File: src/rtl/ps2_pkg.sv
// Shared definitions for the PS/2 frame receiver: FSM states, frame bit
// counts and the odd-parity rule used to accept a received byte.
package ps2_pkg;

    typedef enum logic [1:0] {
        IDLE   = 2'd0,
        DATA   = 2'd1,
        PARITY = 2'd2,
        STOP   = 2'd3
    } ps2_state_e;

    localparam int DATA_BITS  = 8;
    localparam int FRAME_BITS = 11;
    localparam int BIT_CNT_W  = $clog2(DATA_BITS);

    // True when the data byte together with its parity bit holds an odd
    // number of ones, i.e. the frame passes the PS/2 odd-parity check.
    function automatic logic odd_parity_ok(input logic [DATA_BITS-1:0] byte_in,
                                           input logic                 parity_bit);
        return ^{byte_in, parity_bit};
    endfunction

endpackage

File: src/rtl/ps2_byte_fifo.sv
// Show-ahead byte FIFO for received PS/2 bytes. Pointers carry one extra
// wrap bit so that full and empty are distinguishable. The head is kept in
// a register so it holds its last value once the FIFO drains.
module ps2_byte_fifo
    import ps2_pkg::*;
#(
    parameter int WIDTH = DATA_BITS,
    parameter int DEPTH = 8
) (
    input  logic             clk,
    input  logic             rst,
    input  logic             wr_en,
    input  logic [WIDTH-1:0] wr_data,
    input  logic             rd_en,
    output logic [WIDTH-1:0] rd_data,
    output logic             empty,
    output logic             full
);

    localparam int PTR_W = $clog2(DEPTH);

    logic [PTR_W:0]   wr_ptr_q, wr_ptr_d;
    logic [PTR_W:0]   rd_ptr_q, rd_ptr_d;
    logic [PTR_W:0]   rd_next;
    logic [WIDTH-1:0] head_q, head_d;
    logic [WIDTH-1:0] mem_q [DEPTH];
    logic             do_push;
    logic             do_pop;

    assign empty   = (wr_ptr_q == rd_ptr_q);
    assign full    = (wr_ptr_q[PTR_W] != rd_ptr_q[PTR_W]) &&
                     (wr_ptr_q[PTR_W-1:0] == rd_ptr_q[PTR_W-1:0]);
    assign rd_data = head_q;

    // Pointer updates and next head value; a pop frees a slot for a push in the same cycle.
    always_comb begin
        do_pop   = rd_en && !empty;
        do_push  = wr_en && (!full || do_pop);
        rd_next  = rd_ptr_q + 1'b1;
        wr_ptr_d = do_push ? wr_ptr_q + 1'b1 : wr_ptr_q;
        rd_ptr_d = do_pop ? rd_next : rd_ptr_q;
        head_d   = head_q;
        if (empty) begin
            if (do_push) begin
                head_d = wr_data;
            end
        end else if (do_pop) begin
            if (rd_next == wr_ptr_q) begin
                if (do_push) begin
                    head_d = wr_data;
                end
            end else begin
                head_d = mem_q[rd_next[PTR_W-1:0]];
            end
        end
    end

    // Storage array; contents need no reset because the pointers define validity.
    always_ff @(posedge clk) begin
        if (do_push) begin
            mem_q[wr_ptr_q[PTR_W-1:0]] <= wr_data;
        end
    end

    // Pointer and head registers.
    always_ff @(posedge clk or posedge rst) begin
        if (rst) begin
            wr_ptr_q <= '0;
            rd_ptr_q <= '0;
            head_q   <= '0;
        end else begin
            wr_ptr_q <= wr_ptr_d;
            rd_ptr_q <= rd_ptr_d;
            head_q   <= head_d;
        end
    end

endmodule

File: src/rtl/ps2_frame_rx.sv
// PS/2 device-to-host frame receiver. Samples the synchronised PS/2 clock on
// a divided tick, decodes start/8 data/parity/stop frames and buffers good
// bytes in a show-ahead FIFO. Errors are reported as one-cycle pulses.
// Optional build macro PS2_RX_GLITCH_FILTER_EN inserts a FILTER_LEN-tick
// stability filter on the PS/2 clock line ahead of edge detection.
module ps2_frame_rx
    import ps2_pkg::*;
#(
    parameter int CLK_DIV       = 100,
    parameter int TIMEOUT_TICKS = 200,
    parameter int FIFO_DEPTH    = 8,
    parameter int FILTER_LEN    = 4
) (
    input  logic                 qzt_clk,
    input  logic                 rst,
    input  logic                 enable,
    input  logic                 PS2C,
    input  logic                 PS2D,
    input  logic                 rd_en,
    output logic [DATA_BITS-1:0] data,
    output logic                 valid,
    output logic                 full,
    output logic                 err_parity,
    output logic                 err_frame,
    output logic                 err_overrun,
    output logic                 err_timeout
);

    localparam int DIV_W = $clog2(CLK_DIV);
    localparam int TO_W  = $clog2(TIMEOUT_TICKS + 1);

    logic                 ps2c_meta_q, ps2c_sync_q;
    logic                 ps2d_meta_q, ps2d_sync_q;
    logic [DIV_W-1:0]     div_q, div_d;
    logic                 tick;
    logic                 ps2c_level;
    logic                 prev_level_q, prev_level_d;
    logic                 fall_edge;

    ps2_state_e           state_q, state_d;
    logic [DATA_BITS-1:0] shift_q, shift_d;
    logic [BIT_CNT_W-1:0] bit_cnt_q, bit_cnt_d;
    logic                 par_q, par_d;
    logic [TO_W-1:0]      to_cnt_q, to_cnt_d;
    logic                 push_req;
    logic                 err_parity_q, err_parity_d;
    logic                 err_frame_q, err_frame_d;
    logic                 err_overrun_q, err_overrun_d;
    logic                 err_timeout_q, err_timeout_d;
    logic                 fifo_empty;
    logic                 fifo_full;

    assign tick      = (div_q == DIV_W'(CLK_DIV - 1));
    assign fall_edge = tick && prev_level_q && !ps2c_level;

    // Free-running divider and previous-tick clock level used for edge detection.
    always_comb begin
        div_d        = tick ? '0 : div_q + 1'b1;
        prev_level_d = tick ? ps2c_level : prev_level_q;
    end

    // Input synchronisers (idle-high lines reset to 1), divider and edge history.
    always_ff @(posedge qzt_clk or posedge rst) begin
        if (rst) begin
            ps2c_meta_q  <= 1'b1;
            ps2c_sync_q  <= 1'b1;
            ps2d_meta_q  <= 1'b1;
            ps2d_sync_q  <= 1'b1;
            div_q        <= '0;
            prev_level_q <= 1'b1;
        end else begin
            ps2c_meta_q  <= PS2C;
            ps2c_sync_q  <= ps2c_meta_q;
            ps2d_meta_q  <= PS2D;
            ps2d_sync_q  <= ps2d_meta_q;
            div_q        <= div_d;
            prev_level_q <= prev_level_d;
        end
    end

`ifdef PS2_RX_GLITCH_FILTER_EN
    localparam int FLT_W = $clog2(FILTER_LEN + 1);

    logic             filt_q, filt_d;
    logic [FLT_W-1:0] flt_cnt_q, flt_cnt_d;

    assign ps2c_level = filt_q;

    // Follow the synchronised clock only after FILTER_LEN consecutive differing ticks.
    always_comb begin
        filt_d    = filt_q;
        flt_cnt_d = flt_cnt_q;
        if (tick) begin
            if (ps2c_sync_q == filt_q) begin
                flt_cnt_d = '0;
            end else if (flt_cnt_q == FLT_W'(FILTER_LEN - 1)) begin
                filt_d    = ps2c_sync_q;
                flt_cnt_d = '0;
            end else begin
                flt_cnt_d = flt_cnt_q + 1'b1;
            end
        end
    end

    // Glitch filter state.
    always_ff @(posedge qzt_clk or posedge rst) begin
        if (rst) begin
            filt_q    <= 1'b1;
            flt_cnt_q <= '0;
        end else begin
            filt_q    <= filt_d;
            flt_cnt_q <= flt_cnt_d;
        end
    end
`else
    assign ps2c_level = ps2c_sync_q;

    // FILTER_LEN has no effect here; this empty guard only keeps it referenced.
    if (FILTER_LEN < 1) begin : g_filter_len_guard
    end
`endif

    // Frame decoder next state: shifting, parity/stop checks, timeout and enable.
    always_comb begin
        state_d       = state_q;
        shift_d       = shift_q;
        bit_cnt_d     = bit_cnt_q;
        par_d         = par_q;
        to_cnt_d      = to_cnt_q;
        push_req      = 1'b0;
        err_parity_d  = 1'b0;
        err_frame_d   = 1'b0;
        err_overrun_d = 1'b0;
        err_timeout_d = 1'b0;

        if (!enable) begin
            state_d   = IDLE;
            bit_cnt_d = '0;
            to_cnt_d  = '0;
        end else begin
            if (state_q == IDLE || fall_edge) begin
                to_cnt_d = '0;
            end else if (tick) begin
                to_cnt_d = to_cnt_q + 1'b1;
            end

            case (state_q)
                IDLE: begin
                    if (fall_edge) begin
                        if (!ps2d_sync_q) begin
                            state_d   = DATA;
                            bit_cnt_d = '0;
                        end else begin
                            err_frame_d = 1'b1;
                        end
                    end
                end
                DATA: begin
                    if (fall_edge) begin
                        shift_d   = {ps2d_sync_q, shift_q[DATA_BITS-1:1]};
                        bit_cnt_d = bit_cnt_q + 1'b1;
                        if (bit_cnt_q == BIT_CNT_W'(DATA_BITS - 1)) begin
                            state_d = PARITY;
                        end
                    end
                end
                PARITY: begin
                    if (fall_edge) begin
                        par_d   = ps2d_sync_q;
                        state_d = STOP;
                    end
                end
                STOP: begin
                    if (fall_edge) begin
                        state_d = IDLE;
                        if (!ps2d_sync_q) begin
                            err_frame_d = 1'b1;
                        end else if (!odd_parity_ok(shift_q, par_q)) begin
                            err_parity_d = 1'b1;
                        end else begin
                            push_req      = 1'b1;
                            err_overrun_d = fifo_full && !rd_en;
                        end
                    end
                end
                default: state_d = IDLE;
            endcase

            if (state_q != IDLE && !fall_edge && tick &&
                to_cnt_q == TO_W'(TIMEOUT_TICKS - 1)) begin
                state_d       = IDLE;
                to_cnt_d      = '0;
                err_timeout_d = 1'b1;
            end
        end
    end

    // Frame decoder registers and registered error pulses.
    always_ff @(posedge qzt_clk or posedge rst) begin
        if (rst) begin
            state_q       <= IDLE;
            shift_q       <= '0;
            bit_cnt_q     <= '0;
            par_q         <= 1'b0;
            to_cnt_q      <= '0;
            err_parity_q  <= 1'b0;
            err_frame_q   <= 1'b0;
            err_overrun_q <= 1'b0;
            err_timeout_q <= 1'b0;
        end else begin
            state_q       <= state_d;
            shift_q       <= shift_d;
            bit_cnt_q     <= bit_cnt_d;
            par_q         <= par_d;
            to_cnt_q      <= to_cnt_d;
            err_parity_q  <= err_parity_d;
            err_frame_q   <= err_frame_d;
            err_overrun_q <= err_overrun_d;
            err_timeout_q <= err_timeout_d;
        end
    end

    ps2_byte_fifo #(
        .WIDTH(DATA_BITS),
        .DEPTH(FIFO_DEPTH)
    ) u_fifo (
        .clk    (qzt_clk),
        .rst    (rst),
        .wr_en  (push_req),
        .wr_data(shift_q),
        .rd_en  (rd_en),
        .rd_data(data),
        .empty  (fifo_empty),
        .full   (fifo_full)
    );

    assign valid       = !fifo_empty;
    assign full        = fifo_full;
    assign err_parity  = err_parity_q;
    assign err_frame   = err_frame_q;
    assign err_overrun = err_overrun_q;
    assign err_timeout = err_timeout_q;

endmodule

File: config.mk
export PLATFORM = sky130hd
export DESIGN_NAME = ps2_frame_rx
export DESIGN_NICKNAME = d
export VERILOG_FILES = /design/src/rtl/ps2_pkg.sv /design/src/rtl/ps2_byte_fifo.sv /design/src/rtl/ps2_frame_rx.sv
export SDC_FILE = /design/constraint.sdc
export NUM_CORES = 1
export LEC_CHECK = 0
export ABC_AREA = 0
export BUFFER_PORTS_ARGS = -buffer_cell sky130_fd_sc_hd__buf_2
export CAP_MARGIN = 30
export CORE_MARGIN = 3
export CORE_UTILIZATION = 54
export DETAILED_ROUTE_END_ITERATION = 6
export GPL_ROUTABILITY_DRIVEN = 0
export PLACE_DENSITY = 0.71
export REMOVE_ABC_BUFFERS = 1
export SLEW_MARGIN = 20
export SYNTH_ARGS = -nofsm -noshare
export SYNTH_HDL_FRONTEND = slang
export SYNTH_SLANG_ARGS = --single-unit
export TNS_END_PERCENT = 30
File: constraint.sdc
create_clock -name qzt_clk -period 4.8 [get_ports qzt_clk]
set_input_delay 0.24 -clock qzt_clk [delete_from_list [all_inputs] [get_ports qzt_clk]]
set_output_delay 0.24 -clock qzt_clk [all_outputs]
set_load 0.05 [all_outputs]
; ---- Word-level counts from Yosys, hierarchy flattened
; Memory sizes are Yosys's and may differ from the RTL's.
; Cells that the tools add are included.
[classes]
addsub = 5
n_eq_ne = 21
n_mux = 48
reduce_logical = 24
[op_table]
columns = op, n
row1 = 8-bit two-way mux, 8
row2 = 1-bit two-way mux, 24
row3 = 2-bit two-way mux, 8
row4 = 4-bit != test (second input constant), 4
row5 = 3-bit two-way mux, 4
row6 = 1-bit logical AND, 9
row7 = 3-bit != test (second input constant), 3
row8 = 9-bit XOR reduction, 1
row9 = 4-bit by 1-bit adder with 4-bit output (second input constant), 2
row10 = 8-bit by 1-bit adder with 8-bit output (second input constant), 1
row11 = 4-bit == test, 2
row12 = 8-bit == test (second input constant), 1
row13 = 4-bit by 3-bit != test with 1-bit output (second input constant), 2
row14 = 2-bit case mux with 4 select lines, 1
row15 = 7-bit by 1-bit adder with 7-bit output (second input constant), 1
row16 = 7-bit == test (second input constant), 1
row17 = 7-bit two-way mux, 1
row18 = 3-bit case mux with 2 select lines, 1
row19 = 3-bit AND reduction, 2
row20 = 6-bit AND reduction, 1
row21 = 1-bit zero test, 5
row22 = 2-bit == test (second input constant), 2
row23 = 4-bit by 1-bit != test with 1-bit output (second input constant), 1
row24 = 4-bit AND reduction, 1
row25 = 10 further kinds, 12
[totals]
register_bits = 54
mem_bits_rw = 64
inputBits = 6
elab_cells = 117
mem_count = 1
[mem_list]
columns = name, words, width, rd, rd_clocked_by_memory_dff, wr, line
row1 = u_fifo.mem_q, 8, 8, 1, 0, 1, ps2_byte_fifo.sv:26  ; logic [WIDTH-1:0] mem_q [DEPTH];

; ---- Depth between registers and ports, before layout
; Gate-level depths: netlist (run 1).
[logic_depth]
depth_word = 11
depth_mapped = 8

; ---- Hierarchy
; A second synthesis (run 1) with hierarchy kept.
[unflattened]
hier_cells = 377
area_unflattened_um2 = 5365.1
[by_module_without_submodules]
columns = module, instances, cells_each, area_per_inst_um2, seq_area_each_um2
row1 = ps2_byte_fifo, 1, 204, 3457.1, 2322.2
row2 = ps2_frame_rx, 1, 173, 1908.1, 957.2

; ---- Least setup slack after synthesis (run 1)
; OpenSTA, ideal clock, no wires.
[synth_timing]
kind = register to register
start = reg u_fifo.wr_ptr_q[3]
end = mem u_fifo.mem_q[0][0] in the netlist's numbering, enable pin
setup_time_ps = 380
arrival_time_ps = 2450
slack_ps = 1970
stages_incl_launch_ff = 8
path_buffers = 2
period_less_slack_ps = 2830
path_cell_list = dfrtp_1 -> xnor2_1 -> and4b_1 -> nor2b_4 -> or3_1 -> buf_6 -> buf_6 -> nor4_2
[synth_via]
elab_chain_len = 7
word_cells_on_any_way = 10
classes_between = eq/ne: 2 / mux: 2 / reduce/logical: 6
[synth_rtl]
columns = element, line
row1 = "start, declared", ps2_byte_fifo.sv:22  ; logic [PTR_W:0] wr_ptr_q, wr_ptr_d;
row2 = "start signal, assigned", ps2_byte_fifo.sv:72  ; wr_ptr_q <= wr_ptr_d;
row3 = 1-bit != test, ps2_byte_fifo.sv:31  ; assign full = (wr_ptr_q[PTR_W] != rd_ptr_q[PTR_W]) &&
row4 = 1-bit logical AND, ps2_byte_fifo.sv:31
row5 = named net full, ps2_frame_rx.sv:22  ; output logic full,
row6 = 1-bit zero test, ps2_byte_fifo.sv:38  ; do_push = wr_en && (!full || do_pop);
row7 = 1-bit logical OR, ps2_byte_fifo.sv:38
row8 = 1-bit logical AND, ps2_byte_fifo.sv:38
row9 = 1-bit two-way mux, ps2_byte_fifo.sv:60  ; if (do_push) begin
row10 = 1-bit two-way mux (implied by the code), ps2_byte_fifo.sv:61  ; mem_q[wr_ptr_q[PTR_W-1:0]] <= wr_data;
row11 = "end, declared", ps2_byte_fifo.sv:26
; The timed path passes the listed nets, and every way through them passes these cells.

; ---- Final worst setup path (run 1)
[layout_timing]
start = reg div_q[0]
end = mem u_fifo.mem_q[5][7] in the netlist's numbering, enable pin
[layout_via]
elab_chain_len = 9
[layout_rtl]
columns = element, line
row1 = "start, declared", ps2_frame_rx.sv:34  ; logic [DIV_W-1:0] div_q, div_d;
row2 = "start signal, assigned", ps2_frame_rx.sv:76  ; div_q <= div_d;
row3 = 7-bit == test, ps2_frame_rx.sv:53  ; assign tick = (div_q == DIV_W'(CLK_DIV - 1));
row4 = 1-bit logical AND (2 in series), ps2_frame_rx.sv:54  ; assign fall_edge = tick && prev_level_q && !ps2c_level;
row5 = 1-bit two-way mux, ps2_frame_rx.sv:174  ; if (fall_edge) begin
row6 = 1-bit two-way mux, ps2_frame_rx.sv:147  ; case (state_q)
row7 = 1-bit two-way mux, ps2_frame_rx.sv:136  ; if (!enable) begin
row8 = 1-bit logical AND, ps2_byte_fifo.sv:38
row9 = 1-bit two-way mux, ps2_byte_fifo.sv:60
row10 = 1-bit two-way mux (implied by the code), ps2_byte_fifo.sv:61
; No other way between the ends.

==> results.md, run 1 <==
- Final Setup Violations: 0
- Startpoint Class: flip-flop
- I/O pin total: 20
- CTS H-tree lvls: 4
- TritonCTS buffer count: 17
- Ys async rst share: 45.8%
- DP Wirelength: 7130 um
- Drt drc: 0
- Worst setup EP type: flip-flop
- Site Rows: 36
- Top cells by area, synth: edfxtp_1 35%, dfrtp_1 22%, mux4_2 6.5%
- Number of global-route vias before repair: 3202
- CTS tree: done
- Initial core utilization: 55.8%
- Synthesis-stage register bit count: 118
- CTS max path bufs: 2
- Clk pwr share: 41.4%
- Hold WS: 0.0549 ns
- Layout area overhead: 15.5%
- Via density: 5.88
- Tcrit/Tclk final: 74.3%
- Share of cells above drive strength 1: 32.4%
- Clock root buffer: clkbuf_8
- Clk sinks: 118
- Yosys warning count: 0
- # hold bufs at CTS: 3
- Die width: 107 um
- Nets: 415
- Unrepaired setup endpoints after global routing: false
- Register area share after synthesis: 59.5%
- HP Class: input pin to flip-flop
- Max-cap violations: 0
- Status: finished, final reports clean
- Post-route ant nets: 0
- Top FF cell, synth: edfxtp_1
- NetSw: 0.885 mW
- Post-cts resize count: 0
- Synth unique cells: 60
- Worst vdd ir: 0.000307 V
- Crit-path max FO: 13
- DIE AREA: 11400 um^2
- Pleak: 2.62 nW
- Diodes inserted: 0
- Synth Area in Compound Gates: 8.22%
- Post-synth EDFFs: 64
- Cells after Synth: 362
- Mux contribution to synthesized area: 10.7%
- Max-slew violations: 0
- Syn Area/Cell: 15.2 um^2
- Internal Power: 2.09 mW
- Crit Path Class: flip-flop to flip-flop
- Req. time, crit path: 4.93 ns
- Logic pwr share: 20.9%
- GRT overflow: 0
- Setup_tns: 0 ns
- Total routed wirelength: 10800 um
- Highest clock rate: 280 MHz
- DR iter-0 viols: 340
- Total number of vias: 3197
- Pwr dens: 467 nW/um^2
- Post-Synth XOR/XNOR Area: 5.68%
- Post-Syn Area: 5510 um^2
- Largest family of logic cells by synthesized area: multiplexers
- CP Data Arrival Time: 3.70 ns
- Adder-cell share of the synthesized area: 2.50%
- Switching Fraction: 29.8%
- Clk_lat worst skew: 0.51 ns
- Die height: 107 um
- Final number of hold-violating endpoints: 0
- Worst-Margin Slew: 0.960 ns
- Top cell type's share of synthesized area: 34.9%
- Initial antenna violation count: 0
- Core area: 9860 um^2
- Overall Global Routing Usage: 20.6%
- Tmin final: 3.57 ns
- Synth area leader: edfxtp_1
- Wire length per cell: 19.9 um
- Post-CTS setup buffers: 0
- Share of power burned in registers: 37.7%
- Top-count cell post-synth: edfxtp_1
- Clk_skew: 0.00854 ns
- First-pass GRT wire length: 17600 um
- IO Port Bufs: 19
- Top cells by count, synth: 64 x edfxtp_1, 49 x dfrtp_1, 18 x nand2_1
- Worst-path clk slew: 0.06 ns
- Pre-antenna DRT Iters: 4
- Slew headroom: 35.5%
- Largest net degree at the start of global routing: 44
- Simple-Gate Fraction of Synth Area: 10.5%
logic make-up after synthesis:
| family | count (synthesis) |
|---|---|
| compound gates | 50 |
| xor+xnor | 29 |
| fa+ha+maj | 11 |
| buf+inv | 26 |
| flops | 118 |
| mux | 37 |
| simple gates | 91 |
final timing paths:
check	endpoint	cells past startpoint	slack, ns	startpoint
min reg2reg	ps2c_level$_DFF_PP1_	0	0.35	ps2c_meta_q$_DFF_PP1_
max	u_fifo.mem_q[5][7]$_DFFE_PP_	7	1.23	div_q[0]$_DFF_PP0_
min	err_frame$_DFF_PP0_	3	0.05	enable
max in group asynchronous	shift_q[2]$_DFFE_PP0P_	4	3.76	rst
max reg2reg	u_fifo.mem_q[5][7]$_DFFE_PP_	7	1.23	div_q[0]$_DFF_PP0_
min in group asynchronous	u_fifo.rd_ptr_q[0]$_DFFE_PP0P_	3	0.20	rst
critical path, cell delays in order (launching register included):
cell	delay, ns
dfrtp_1	0.39
ha_1	0.32
nand4bb_4	0.16
nor2_2	0.24
nand4_1	0.48
or3_1	0.67
buf_8	0.23
nor4_2	0.69
layer usage:
layer	GRT usage [%]	share of wire, %	up-vias
li1	-	-	1476
met1	28.8	43	1612
met2	32.3	51	94
met3	4.03	4.8	15
met4	7.58	1.3	0
met5	0	0	-
registers in the layout, summed over array words and instances (netlist names):
| name | count |
|---|---|
| err_parity | 1 |
| bit_cnt_q | 3 |
| prev_level_q | 1 |
| div_q | 7 |
| u_fifo.wr_ptr_q | 4 |
| par_q | 1 |
| shift_q | 8 |
| err_overrun | 1 |
| to_cnt_q | 8 |
| ps2d_meta_q | 1 |
| u_fifo.mem_q | 64 |
| err_timeout | 1 |
| err_frame | 1 |
| ps2c_meta_q | 1 |
| state_q | 2 |
| ps2d_sync_q | 1 |
| u_fifo.rd_data | 8 |
| u_fifo.rd_ptr_q | 4 |
| ps2c_level | 1 |
per-stage QoR:
step	utilization (%)	power [mW]	cell area, um^2	setup WS (ns)	cells
final	64.5	2.97	6360	1.23	544
after global routing	64.5	3.09	6360	0.955	544
after CTS	64.1	2.99	6320	1.00	539
after detailed placement	57.9	1.77	5710	1.02	504
after global placement	57.8	1.75	5700	1.21	503
after floorplan	-	1.62	5380	1.34	344
final cells by class:
class / count / area [um^2]
tap: 133 / 166
multi-input combinational: 218 / 2080
inverter: 8 / 30.0
fill: 661 / 3500
clock buffer: 17 / 414
timing repair buffer: 35 / 223
clock inverter: 15 / 171
sequential: 118 / 3280
layout by cell type, fill, tap and decap left out, types with 8 or more instances in the layout:
master	Yosys	layout
mux4_2	16	16
mux2_2	11	11
ha_1	11	11
o31a_2	8	8
edfxtp_1	64	64
xor2_1	9	9
nand2_1	18	18
xnor2_1	16	16
buf_2	1	21
o211ai_2	8	8
nand3_1	16	16
buf_4	3	8
nor4_2	7	8
nor2_1	9	9
clkbuf_16	0	16
mux2i_1	9	9
dfrtp_1	49	49
power by group through the flow:
| stage | clock [mW] | sequential [mW] | combinational [mW] |
|---|---|---|---|
| 6_report | 1.23 | 1.12 | 0.621 |
| 5_1_grt | 1.30 | 1.13 | 0.672 |
| 4_1_cts | 1.24 | 1.12 | 0.627 |
| 3_5_place_dp | 0 | 1.14 | 0.631 |
| 3_3_place_gp | 0 | 1.14 | 0.608 |
| 2_1_floorplan | 0 | 1.17 | 0.443 |
Note: power is estimated with default switching activity, not from simulation.
==> run 2: changes to the inputs <==
--- a/config.mk
+++ b/config.mk
@@ -12,7 +12,7 @@
 export CORE_UTILIZATION = 54
 export DETAILED_ROUTE_END_ITERATION = 6
 export GPL_ROUTABILITY_DRIVEN = 0
-export PLACE_DENSITY = 0.71
+export PLACE_DENSITY = 0.74
 export REMOVE_ABC_BUFFERS = 1
 export SLEW_MARGIN = 20
 export SYNTH_ARGS = -nofsm -noshare
==> constraint.sdc (replaced) <==
create_clock -name qzt_clk -period 2.9 [get_ports qzt_clk]
set_input_delay 0.145 -clock qzt_clk [delete_from_list [all_inputs] [get_ports qzt_clk]]
set_output_delay 0.145 -clock qzt_clk [all_outputs]
set_load 0.05 [all_outputs]
==> results.md, run 2 (same netlist as run 1, synthesis figures left out) <==
- Max FFs per register: 64
- Final number of hold-violating endpoints: 0
- CTS tree: done
- Pre-antenna DRT Iters: 4
- Share of cells above drive strength 1: 34.6%
- Nets: 432
- Unrepaired setup endpoints after global routing: false
- Reg2reg start: div_q[0]$_DFF_PP0_
- R2R cell count: 7
- Layout area overhead: 18.1%
- Worst-path clk slew: 0.06 ns
- Number of global-route vias before repair: 3445
- Tmin final: 2.69 ns
- Final Cell Area: 6500 um^2
- # fillers: 641
- Placed cell count: 524
- R2R setup slack: 0.21 ns
- Total number of vias: 3267
- Site Rows: 36
- CTS H-tree lvls: 4
- CP Data Arrival Time: 2.91 ns
- Die height: 107 um
- Slew headroom: 61.3%
- Post-layout util: 65.9%
- Clk_skew: 0.00799 ns
- Worst setup EP type: flip-flop
- Post-route ant nets: 0
- Tcrit/Tclk final: 92.8%
- Diodes inserted: 0
- DP Wirelength: 7430 um
- Crit Path Class: flip-flop to flip-flop
- CP startpoint: div_q[0]$_DFF_PP0_
- Clk_lat worst skew: 0.52 ns
- I/O pin total: 20
- GRT overflow: 0
- IO Port Bufs: 19
- Drt drc: 0
- Setup WS post-layout: 0.208 ns
- HP Class: input pin to asynchronous set/reset pin
- Highest clock rate: 371 MHz
- Total routed wirelength: 11200 um
- Final Setup Violations: 0
- Initial core utilization: 55.8%
- Max-cap violations: 0
- Core area: 9860 um^2
- FF-to-FF End: u_fifo.mem_q[6][2]$_DFFE_PP_
- Largest net degree at the start of global routing: 25
- DR iter-0 viols: 231
- Hold WS: 0.222 ns
- Overall power: 4.94 mW
- Status: finished, final reports clean
- Wire length per cell: 19.9 um
- Die width: 107 um
- Via density: 5.82
- Clock root buffer: clkbuf_8
- Pwr dens: 759 nW/um^2
- Crit-path max FO: 12
- Worst-Margin Slew: 0.574 ns
- Area of the multi-input gates: 2080 um^2
- Initial antenna violation count: 0
- Most common cell after layout, fill and taps aside: edfxtp_1
- First-pass GRT wire length: 18200 um
- Setup_tns: 0 ns
- DP Worst Slack: 0.246 ns
- Area after DPL: 5860 um^2
- Req. time, crit path: 3.12 ns
- Most frequent cells in the layout: 64 x edfxtp_1, 49 x dfrtp_1, 28 x buf_4
- Worst vdd ir: 0.000461 V
- DIE AREA: 11400 um^2
- Fin cells: 561
- Pleak: 2.71 nW
- Clk sinks: 118
- Max-slew violations: 0
- CTS max path bufs: 2
- TritonCTS buffer count: 17
- Overall Global Routing Usage: 21.5%
- Reg area: 3280 um^2
- Startpoint Class: flip-flop
## run 2: cell type report
| type | count | share of cell area (%) |
|---|---|---|
| multi-input combinational | 218 | 32.0 |
| clock buffer | 17 | 6.37 |
| sequential | 118 | 50.4 |
| clock inverter | 15 | 2.77 |
| timing repair buffer | 52 | 5.46 |
| tap | 133 | 2.56 |
| inverter | 8 | 0.462 |
## run 2: worst max-delay path: stages (launching register included)
cell and delay [ns]:
dfrtp_1 0.38, ha_1 0.32, nand4bb_4 0.16, nor2_2 0.25
nand4_1 0.14, or3_2 0.67, nor4_2 0.25, buf_4 0.22
## run 2: per-layer routing
| layer | part of all wire (%) | track usage [%] | wire length, um |
|---|---|---|---|
| met1 | 42 | 27.0 | 4670 |
| met3 | 6.3 | 6.32 | 699 |
| met2 | 50 | 34.7 | 5540 |
| met4 | 2.4 | 9.68 | 269 |
| met5 | 0 | 0 | 0 |
## run 2: power by group
part	internal (mW)	total (mW)	leakage, nW	switching [mW]
Clock	1.31	2.07	0.286	0.756
Sequential	1.80	1.87	1.45	0.0693
Combinational	0.421	0.995	0.975	0.574
Total	3.54	4.94	2.71	1.40
## run 2: worst max path at each step
| stage | end | slack (ns) | cells after the start |
|---|---|---|---|
| after floorplan | u_fifo.mem_q[0][0]$_DFFE_PP_ | -0.56 | 5 |
| after global routing | u_fifo.mem_q[5][6]$_DFFE_PP_ | 0.06 | 7 |
| final | u_fifo.mem_q[6][2]$_DFFE_PP_ | 0.21 | 7 |
| after global placement | u_fifo.mem_q[3][2]$_DFFE_PP_ | 0.29 | 7 |
| after detailed placement | u_fifo.mem_q[3][6]$_DFFE_PP_ | 0.25 | 7 |
| after CTS | u_fifo.mem_q[6][7]$_DFFE_PP_ | 0.18 | 7 |
## run 2: what timing repair did
item | CTS | global route
hold buffers | 5 | 0
buffers inserted | 0 | 0
hold endpoints to repair | 27 | 0
endpoints found under the setup margin | 0 | 2
resized for setup | 0 | 1
==> run 3: changes to the inputs <==
==> constraint.sdc (replaced) <==
create_clock -name qzt_clk -period 2.9 [get_ports qzt_clk]
set_input_delay 0.58 -clock qzt_clk [delete_from_list [all_inputs] [get_ports qzt_clk]]
set_output_delay 0.58 -clock qzt_clk [all_outputs]
set_load 0.05 [all_outputs]
==> results.md, run 3 (same netlist as run 1, synthesis figures left out) <==
- GRT overflow: 0
- # hold bufs at CTS: 0
- HP Class: input pin to asynchronous set/reset pin
- Unrepaired setup endpoints after global routing: false
- Final number of hold-violating endpoints: 0
- Crit-path max FO: 10
- Hold WS: 0.113 ns
- Reg2reg start: div_q[0]$_DFF_PP0_
- Final Setup Violations: 0
- CP Buf/Inv Count: 1
- Placed cell count: 521
- Worst-path cell chain: ha_1, nand4bb_4, nor2_2, nand4_1, or3_1, nor4_2, buf_4
- CP top delay family: simple AND/OR/NAND/NOR gates
- Crit Path Class: flip-flop to flip-flop
- TritonCTS buffer count: 17
- Diodes inserted: 0
- Max FFs per register: 64
- Req. time, crit path: 3.12 ns
- DP Worst Slack: 0.310 ns
- Area after DPL: 5840 um^2
- Pre-antenna DRT Iters: 4
- FF-to-FF End: u_fifo.mem_q[4][3]$_DFFE_PP_
- Worst vdd ir: 0.000535 V
- Drt drc: 0
- Pwr dens: 752 nW/um^2
- Overall power: 4.81 mW
- # fillers: 674
- Die width: 107 um
- Site Rows: 36
- Worst-Margin Slew: 0.646 ns
- I/O pin total: 20
- Tcrit/Tclk final: 92.2%
- Post-cts resize count: 0
- Number of global-route vias before repair: 3288
- Largest net degree at the start of global routing: 26
- First-pass GRT wire length: 18200 um
- Slew headroom: 56.9%
- Crit-path max cell delay: 0.61 ns
- Max-cap violations: 0
- Setup_tns: 0 ns
- Layout area overhead: 16.2%
- Setup WS post-layout: 0.226 ns
- CTS tree: done
- Clk_lat worst skew: 0.52 ns
- Clk sinks: 118
- Post-route ant nets: 0
- Clock root buffer: clkbuf_8
- R2R setup slack: 0.23 ns
- Most common cell after layout, fill and taps aside: edfxtp_1
- Post-layout util: 64.9%
- Total routed wirelength: 11200 um
- CTS H-tree lvls: 4
- DP Wirelength: 7480 um
- Overall Global Routing Usage: 21.5%
- Post-CTS setup buffers: 0
- Worst-path clk slew: 0.06 ns
- Initial core utilization: 55.8%
- CTS max path bufs: 2
- Startpoint Class: flip-flop
- Die height: 107 um
- Initial antenna violation count: 0
- Wire length per cell: 20.2 um
- Final Cell Area: 6400 um^2
- Nets: 424
- Most frequent cells in the layout: 64 x edfxtp_1, 49 x dfrtp_1, 25 x buf_4
- CP Data Arrival Time: 2.90 ns
- Total number of vias: 3280
- Fin cells: 553
- Via density: 5.93
- Pleak: 2.67 nW
- Clk_skew: 0.0154 ns
- Share of cells above drive strength 1: 33.8%
- Critical path's slowest cell: or3_1
- IO Port Bufs: 19
- DIE AREA: 11400 um^2
- DR iter-0 viols: 268
- R2R cell count: 7
- Worst setup EP type: flip-flop
- Max-slew violations: 0
- Core area: 9860 um^2
- Tmin final: 2.67 ns
- Highest clock rate: 374 MHz
- Status: finished, final reports clean
==> run 3: cell types whose count changed in the layout (fill, tap and decap cells not counted), moves of 2 or more <==
cell           delta
buf_4             -3
bufinv_16         -2
clkbuf_1          +3
clkbuf_16         +2
clkinv_2          +5
clkinv_4          -5
dlygate4sd3_1     -5
inv_6             -2
==> run 3: layout make-up <==
type	count	area (um^2)	share of cell area [%]
Sequential cell	118	3280	51.3
Multi-Input combinational cell	218	2080	32.5
Clock buffer	23	489	7.65
Timing Repair Buffer	44	283	4.42
Tap cell	133	166	2.60
Clock inverter	9	72.6	1.13
Inverter	8	30.0	0.469
==> run 3: worst max path at each step <==
stage / from / end / slack, ns / cells after the start
CTS: div_q[0]$_DFF_PP0_ / u_fifo.mem_q[4][1]$_DFFE_PP_ / 0.19 / 7
global placement: shift_q[1]$_DFFE_PP0P_ / u_fifo.mem_q[3][6]$_DFFE_PP_ / 0.37 / 6
finish: div_q[0]$_DFF_PP0_ / u_fifo.mem_q[4][3]$_DFFE_PP_ / 0.23 / 7
detailed placement: div_q[0]$_DFF_PP0_ / u_fifo.mem_q[0][6]$_DFFE_PP_ / 0.31 / 7
floorplan: u_fifo.rd_ptr_q[0]$_DFFE_PP0P_ / u_fifo.mem_q[0][0]$_DFFE_PP_ / -0.56 / 5
global route: div_q[0]$_DFF_PP0_ / u_fifo.mem_q[4][5]$_DFFE_PP_ / 0.05 / 7
==> run 3: metal layers <==
metal  vias to the layer above  part of all wire (%)  track usage (%)
li1                       1483                     -                -
met1                      1657                    41             27.9
met4                         0                   2.8             10.0
met2                       116                    51             34.7
met5                         -                     0                0
met3                        24                   5.9             4.76
==> run 3: where the power goes <==
part           switching [mW]  internal (mW)  total [mW]
Clock                   0.700           1.25        1.95
Sequential             0.0650           1.81        1.87
Combinational           0.578          0.418       0.995
